<file path="src/rtl/ex_bitcount_pkg.sv">
// ex_bitcount_pkg: shared FSM state, sizing and count types for the sequential CLZ/CLO engine.
package ex_bitcount_pkg;
    typedef enum logic [1:0] {BC_IDLE, BC_SCAN, BC_DONE} bc_state_t;
    localparam int BC_DATA_W = 32;
    localparam int BYTES = BC_DATA_W / 8;
    typedef logic [3:0] bc_cnt_t;
endpackage

</file>
<file path="src/rtl/ex_lead_byte_count.sv">
// ex_lead_byte_count: leading count (0..8) of bits equal to bit_val in one byte.
module ex_lead_byte_count
    import ex_bitcount_pkg::*;
(
    input  logic       bit_val,
    input  logic [7:0] val,
    output bc_cnt_t    count
);
    // The most significant mismatching bit is visited last and so sets the count.
    always_comb begin
        count = 4'd8;
        for (int i = 0; i < 8; i++)
            if (val[i] != bit_val) count = 4'(7 - i);
    end
endmodule

</file>
<file path="src/rtl/ex_bitcount_seq.sv">
// ex_bitcount_seq: multi-cycle CLZ/CLO, one byte (two with EX_BITCOUNT_SEQ_DUAL_EN) per cycle, MSB first.
module ex_bitcount_seq
    import ex_bitcount_pkg::*;
#(
    parameter int DATA_W = BYTES * 8,
    parameter int CNT_W  = $clog2(DATA_W) + 1
) (
    input  logic              clk,
    input  logic              rst,
    input  logic              start,
    input  logic              op_clo,
    input  logic [DATA_W-1:0] operand,
    input  logic              flush,
    output logic              busy,
    output logic              done,
    output logic [31:0]       result
);
    localparam int NB = DATA_W / 8;
    localparam int IW = (NB > 1) ? $clog2(NB) : 1;

    bc_state_t         state_q, state_d;
    logic [IW-1:0]     idx_q, idx_d;
    logic [CNT_W-1:0]  acc_q, acc_d, res_q, res_d, sum;
    logic [DATA_W-1:0] opnd_q, opnd_d;
    logic              clo_q, clo_d;
    logic [4:0]        cnt;
    logic              stop;
    bc_cnt_t           c_hi;

    ex_lead_byte_count u_hi (.bit_val(clo_q), .val(opnd_q[{idx_q, 3'b000} +: 8]), .count(c_hi));

`ifdef EX_BITCOUNT_SEQ_DUAL_EN
    localparam logic [IW-1:0] STEP = IW'(2);
    logic [IW-1:0] idx_lo;
    bc_cnt_t       c_lo;
    assign idx_lo = idx_q - IW'(1);
    ex_lead_byte_count u_lo (.bit_val(clo_q), .val(opnd_q[{idx_lo, 3'b000} +: 8]), .count(c_lo));
    assign cnt  = (c_hi != 4'd8) ? {1'b0, c_hi} : 5'd8 + {1'b0, c_lo};
    assign stop = (cnt != 5'd16) || (idx_q == IW'(1));
`else
    localparam logic [IW-1:0] STEP = IW'(1);
    assign cnt  = {1'b0, c_hi};
    assign stop = (cnt != 5'd8) || (idx_q == '0);
`endif

    assign sum = acc_q + CNT_W'(cnt);

    always_ff @(posedge clk or posedge rst) begin
        if (rst) begin
            state_q <= BC_IDLE;
            idx_q   <= '0;
            acc_q   <= '0;
            res_q   <= '0;
            opnd_q  <= '0;
            clo_q   <= 1'b0;
        end else begin
            state_q <= state_d;
            idx_q   <= idx_d;
            acc_q   <= acc_d;
            res_q   <= res_d;
            opnd_q  <= opnd_d;
            clo_q   <= clo_d;
        end
    end

    // IDLE and DONE accept identically, which gives back-to-back issue from DONE.
    always_comb begin
        state_d = state_q;
        idx_d   = idx_q;
        acc_d   = acc_q;
        res_d   = res_q;
        opnd_d  = opnd_q;
        clo_d   = clo_q;
        if (flush) begin
            state_d = BC_IDLE;
        end else if (state_q == BC_SCAN) begin
            state_d = stop ? BC_DONE : BC_SCAN;
            res_d   = stop ? sum : res_q;
            acc_d   = stop ? acc_q : sum;
            idx_d   = stop ? idx_q : idx_q - STEP;
        end else if (start) begin
            state_d = BC_SCAN;
            opnd_d  = operand;
            clo_d   = op_clo;
            idx_d   = IW'(NB - 1);
            acc_d   = '0;
        end else begin
            state_d = BC_IDLE;
        end
    end

    always_comb begin
        busy   = state_q == BC_SCAN;
        done   = state_q == BC_DONE;
        result = {{(32 - CNT_W){1'b0}}, res_q};
    end
endmodule

</file>
<file path="config.mk">
export PLATFORM = sky130hd
export DESIGN_NAME = ex_bitcount_seq
export DESIGN_NICKNAME = d
export VERILOG_FILES = /design/src/rtl/ex_bitcount_pkg.sv /design/src/rtl/ex_lead_byte_count.sv /design/src/rtl/ex_bitcount_seq.sv
export SDC_FILE = /design/constraint.sdc
export NUM_CORES = 1
export LEC_CHECK = 0
export ABC_AREA = 1
export CAP_MARGIN = 20
export CORE_MARGIN = 8
export CORE_UTILIZATION = 50
export DETAILED_ROUTE_END_ITERATION = 10
export GPL_ROUTABILITY_DRIVEN = 0
export PLACE_DENSITY = 0.81
export SYNTH_ARGS = -nofsm -noshare
export SYNTH_HDL_FRONTEND = slang
export SYNTH_SLANG_ARGS = --single-unit
</file>
<file path="constraint.sdc">
create_clock -name clk -period 4.93 [get_ports clk]
set_input_delay 0.7395 -clock clk [delete_from_list [all_inputs] [get_ports clk]]
set_output_delay 0.7395 -clock clk [all_outputs]
set_load 0.03 [all_outputs]
</file>
==> impl_metrics.py <==
metrics = {
    "timing": {
        "fin_setup_tns_ns": 0,
        "setup_slack_ns": 1.75,
        "max_freq_ghz": 0.315,
        "clock_skew_ns": 0.00521,
        "finalHoldViolCount": 0,
        "slew_headroom_pct": 58.0,
        "slew_viol_final": 0,
        "hold_ws_ns": 0.489,
        "rsz0062_at_grt": "false",
        "setup_viol": 0,
        "fin_crit_ns": 3.18,
        "fin_crit_sh_pct": 64.5,
        "worstMarginPinSlew_ns": 0.630,
    },
    "floorplan": {
        "start_util_pct": 51.4,
        "ios": 71,
        "die_w_um": 91.0,
        "die_y_um": 91.0,
        "rows": 27,
        "dieArea_mm2": 0.00829,
        "core_area_mm2": 0.00547,
    },
    "synth": {
        "async_flop_share_pct": 100,
        "yosys-top-cells-area": "dfrtp_1 (44%), mux2_2 (13%), nand2_1 (11%), buf_4 (7.2%), nand3_1 (6.0%)",
        "ys_types": 30,
        "synth_top_cell_by_area": "dfrtp_1",
        "synth.cell_area_mm2": 0.00282,
        "ys_seq_area_share_pct": 43.6,
        "yosysTopAreaCellShare_pct": 43.6,
        "avgSynthCellArea_um2": 9.29,
        "ys_warn_count": 0,
        "yosys_register_bits": 49,
        "synth_ff_type": "dfrtp_1",
        "synth_edf_count": 0,
        "postSynthCellCount": 303,
    },
    "setup_path": {
        "worstSetupPathType": "flip-flop to flip-flop",
        "rrSetupSlack_ns": 1.75,
        "cp-startpoint": "idx_q[0]",
        "cp_top_family": "simple AND/OR/NAND/NOR gates",
        "start_kind": "flip-flop",
        "cp.arrival_ns": 3.38,
        "critPathMaxStageDelay_ns": 0.75,
        "endpoint_kind": "flip-flop",
        "worstPathCellList": "inv_4, nand2_1, nand3_1, nand2_1, nand2_1, nand2_1, nand3_1, nand2_1, nand2_1, nand2_1, nand2_1, a21boi_0, ha_1, fa_1, a21oi_1, o21ai_0, xor2_1, nor2_1, nand3_1, nand2_1",
        "path_common_cell": "nand2_1",
        "reg2reg_from": "idx_q[0]",
        "required_ns": 5.13,
        "path_buf_inv": 1,
        "cpMaxStageDelayCell": "dfrtp_1",
        "cp_max_fo": 19,
    },
    "clock_network": {
        "post_cts_resized": 0,
        "clk_path_buf_depth": 2,
        "cts_sinks": 49,
        "ctsHoldBuffers": 0,
        "root_buffer": "clkbuf_8",
        "clkSlewWorstSetupHoldPaths_ns": 0.09,
        "cts_buffers": 5,
        "clk_latency_ns": 0.31,
        "post_cts_buffers": 0,
        "htreeDepth": 2,
        "cts_tree": "built",
    },
    "routing": {
        "ant_nets": 0,
        "wl_um": 5640,
        "vias_per_cell": 5.00,
        "drt_pre_antenna_iters": 5,
        "drt_iter0_markers": 210,
        "drc": 0,
        "routed-via-count": 2093,
        "wl_per_cell_um": 13.5,
    },
    "min_path": {
        "hold_path_class": "flip-flop to flip-flop",
        "min_from": "acc_q[4]",
    },
    "cells_and_area": {
        "fillers": 473,
        "nets": 389,
        "area_delta_synth_final_pct": 18.1,
        "drive_gt1_share_pct": 19.9,
        "instances_no_fill": 419,
        "final-seq-area_mm2": 0.00123,
        "multiInputGateArea_mm2": 0.00134,
        "antenna_cells": 0,
        "design_area_mm2": 0.00332,
    },
    "run": {
        "maxCapViolCount": 0,
    },
    "power_and_ir_drop": {
        "p_sw_mw": 0.449,
        "power_density_mw_per_mm2": 390,
        "p_leak_nw": 1.57,
        "switching_share_pct": 34.6,
        "power_frac_comb_pct": 32.8,
        "power_frac_clock_pct": 26.0,
        "pwr-share-seq_pct": 41.2,
        "p_int_mw": 0.849,
        "irDropWorstVdd_v": 0.000177,
    },
    "global_routing": {
        "antenna_found_initial": 0,
        "grt_pass1_vias": 2184,
        "grt_pass1_wl_um": 10200,
        "grt_max_degree": 50,
        "gr-total-overflow": 0,
        "track_usage_pct": 14.8,
    },
    "place": {
        "dp_slack_ns": 1.85,
        "placed_cell_area_mm2": 0.00317,
        "placedCellCount": 410,
        "dp_hpwl_um": 4160,
        "port_buffers": 44,
    },
    "run_status": {
        "outcome": "completed",
    },
}
## cell usage in the layout (no fill, tap or decap), drive strengths merged, types with 3 or more instances in the layout
cell           synthesis  layout
mux2                  32      32
clkdlybuf4s50          0      44
conb                   1      26
a21oi                  4       4
nor2                  13      13
nand3                 37      37
inv                   15      15
nand2                 95      95
ha                     5       5
clkbuf                 0       5
clkinv                 2       3
dfrtp                 49      49
o21ai                  8       8
## per-stage QoR
| step | total power [mW] | utilization [%] |
|---|---|---|
| floorplan | 0.879 | - |
| global placement | 0.946 | 57.9 |
| detailed placement | 0.960 | 57.9 |
| CTS | 1.30 | 60.4 |
| global route | 1.39 | 60.7 |
| finish | 1.30 | 60.7 |
## final timing paths
check / endpoint / depth (start not counted)
worst min-delay path: acc_q[4] / 2
max in group asynchronous: opnd_q[15] / 3
worst min register to register: acc_q[4] / 2
worst max-delay path: acc_q[4] / 20
min in group asynchronous: opnd_q[23] / 2
worst max register to register: acc_q[4] / 20
## state kept, by name (all words and copies together) (netlist names)
register and flops:
opnd_q 32, acc_q 6, res_q 6, idx_q 2, state_q 2, clo_q 1
## power by group through the flow
stage               sequential [mW]  combinational [mW]  clock [mW]
floorplan                     0.525               0.353           0
global placement              0.538               0.407           0
detailed placement            0.542               0.418           0
CTS                           0.534               0.424       0.343
global route                  0.545               0.485       0.359
finish                        0.535               0.426       0.338
## kinds of logic (layout without fill, tap and decap cells)
group | count (synthesis) | in the layout | share of synthesized area, %
and+or+nand+nor | 146 | 146 | 24.4
buffers and inverters | 52 | 71 | 12.2
DFF | 49 | 49 | 43.6
muxes | 32 | 32 | 12.8
AOI/OAI and AO/OA | 14 | 14 | 3.02
adders and majority gates | 6 | 6 | 2.93
xor gates and xnor gates | 3 | 3 | 0.934
other | 1 | 26 | 0.133
## layout make-up
type,count,area share [%]
inverter,17,1.99
clock inverter,3,1.96
clock buffer,5,2.07
timing repair buffer,46,14.1
sequential,49,36.9
tap,72,2.71
multi-input combinational,227,40.3
## tightest hold or removal path: stages (launching register included)
cell,delay (ns)
dfrtp_1,0.36
nand2_1,0.06
nand2_1,0.05
## synth_stat cells (all sizes together), types with 2 or more instances
cell,number
a21oi,4
buf,35
clkinv,2
dfrtp,49
ha,5
inv,15
mux2,32
nand2,95
nand3,37
nor2,13
o21ai,8
xnor2,2
## layer usage
metal | track usage [%] | part of all wire [%] | vias to the layer above | routed length (um)
li1 | - | - | 1016 | -
met1 | 18.2 | 44 | 978 | 2460
met2 | 22.3 | 45 | 88 | 2540
met3 | 6.50 | 9.9 | 11 | 560
met4 | 5.87 | 1.6 | 0 | 89
met5 | 0 | 0 | - | 0
Power figures use the tool's default switching activity.
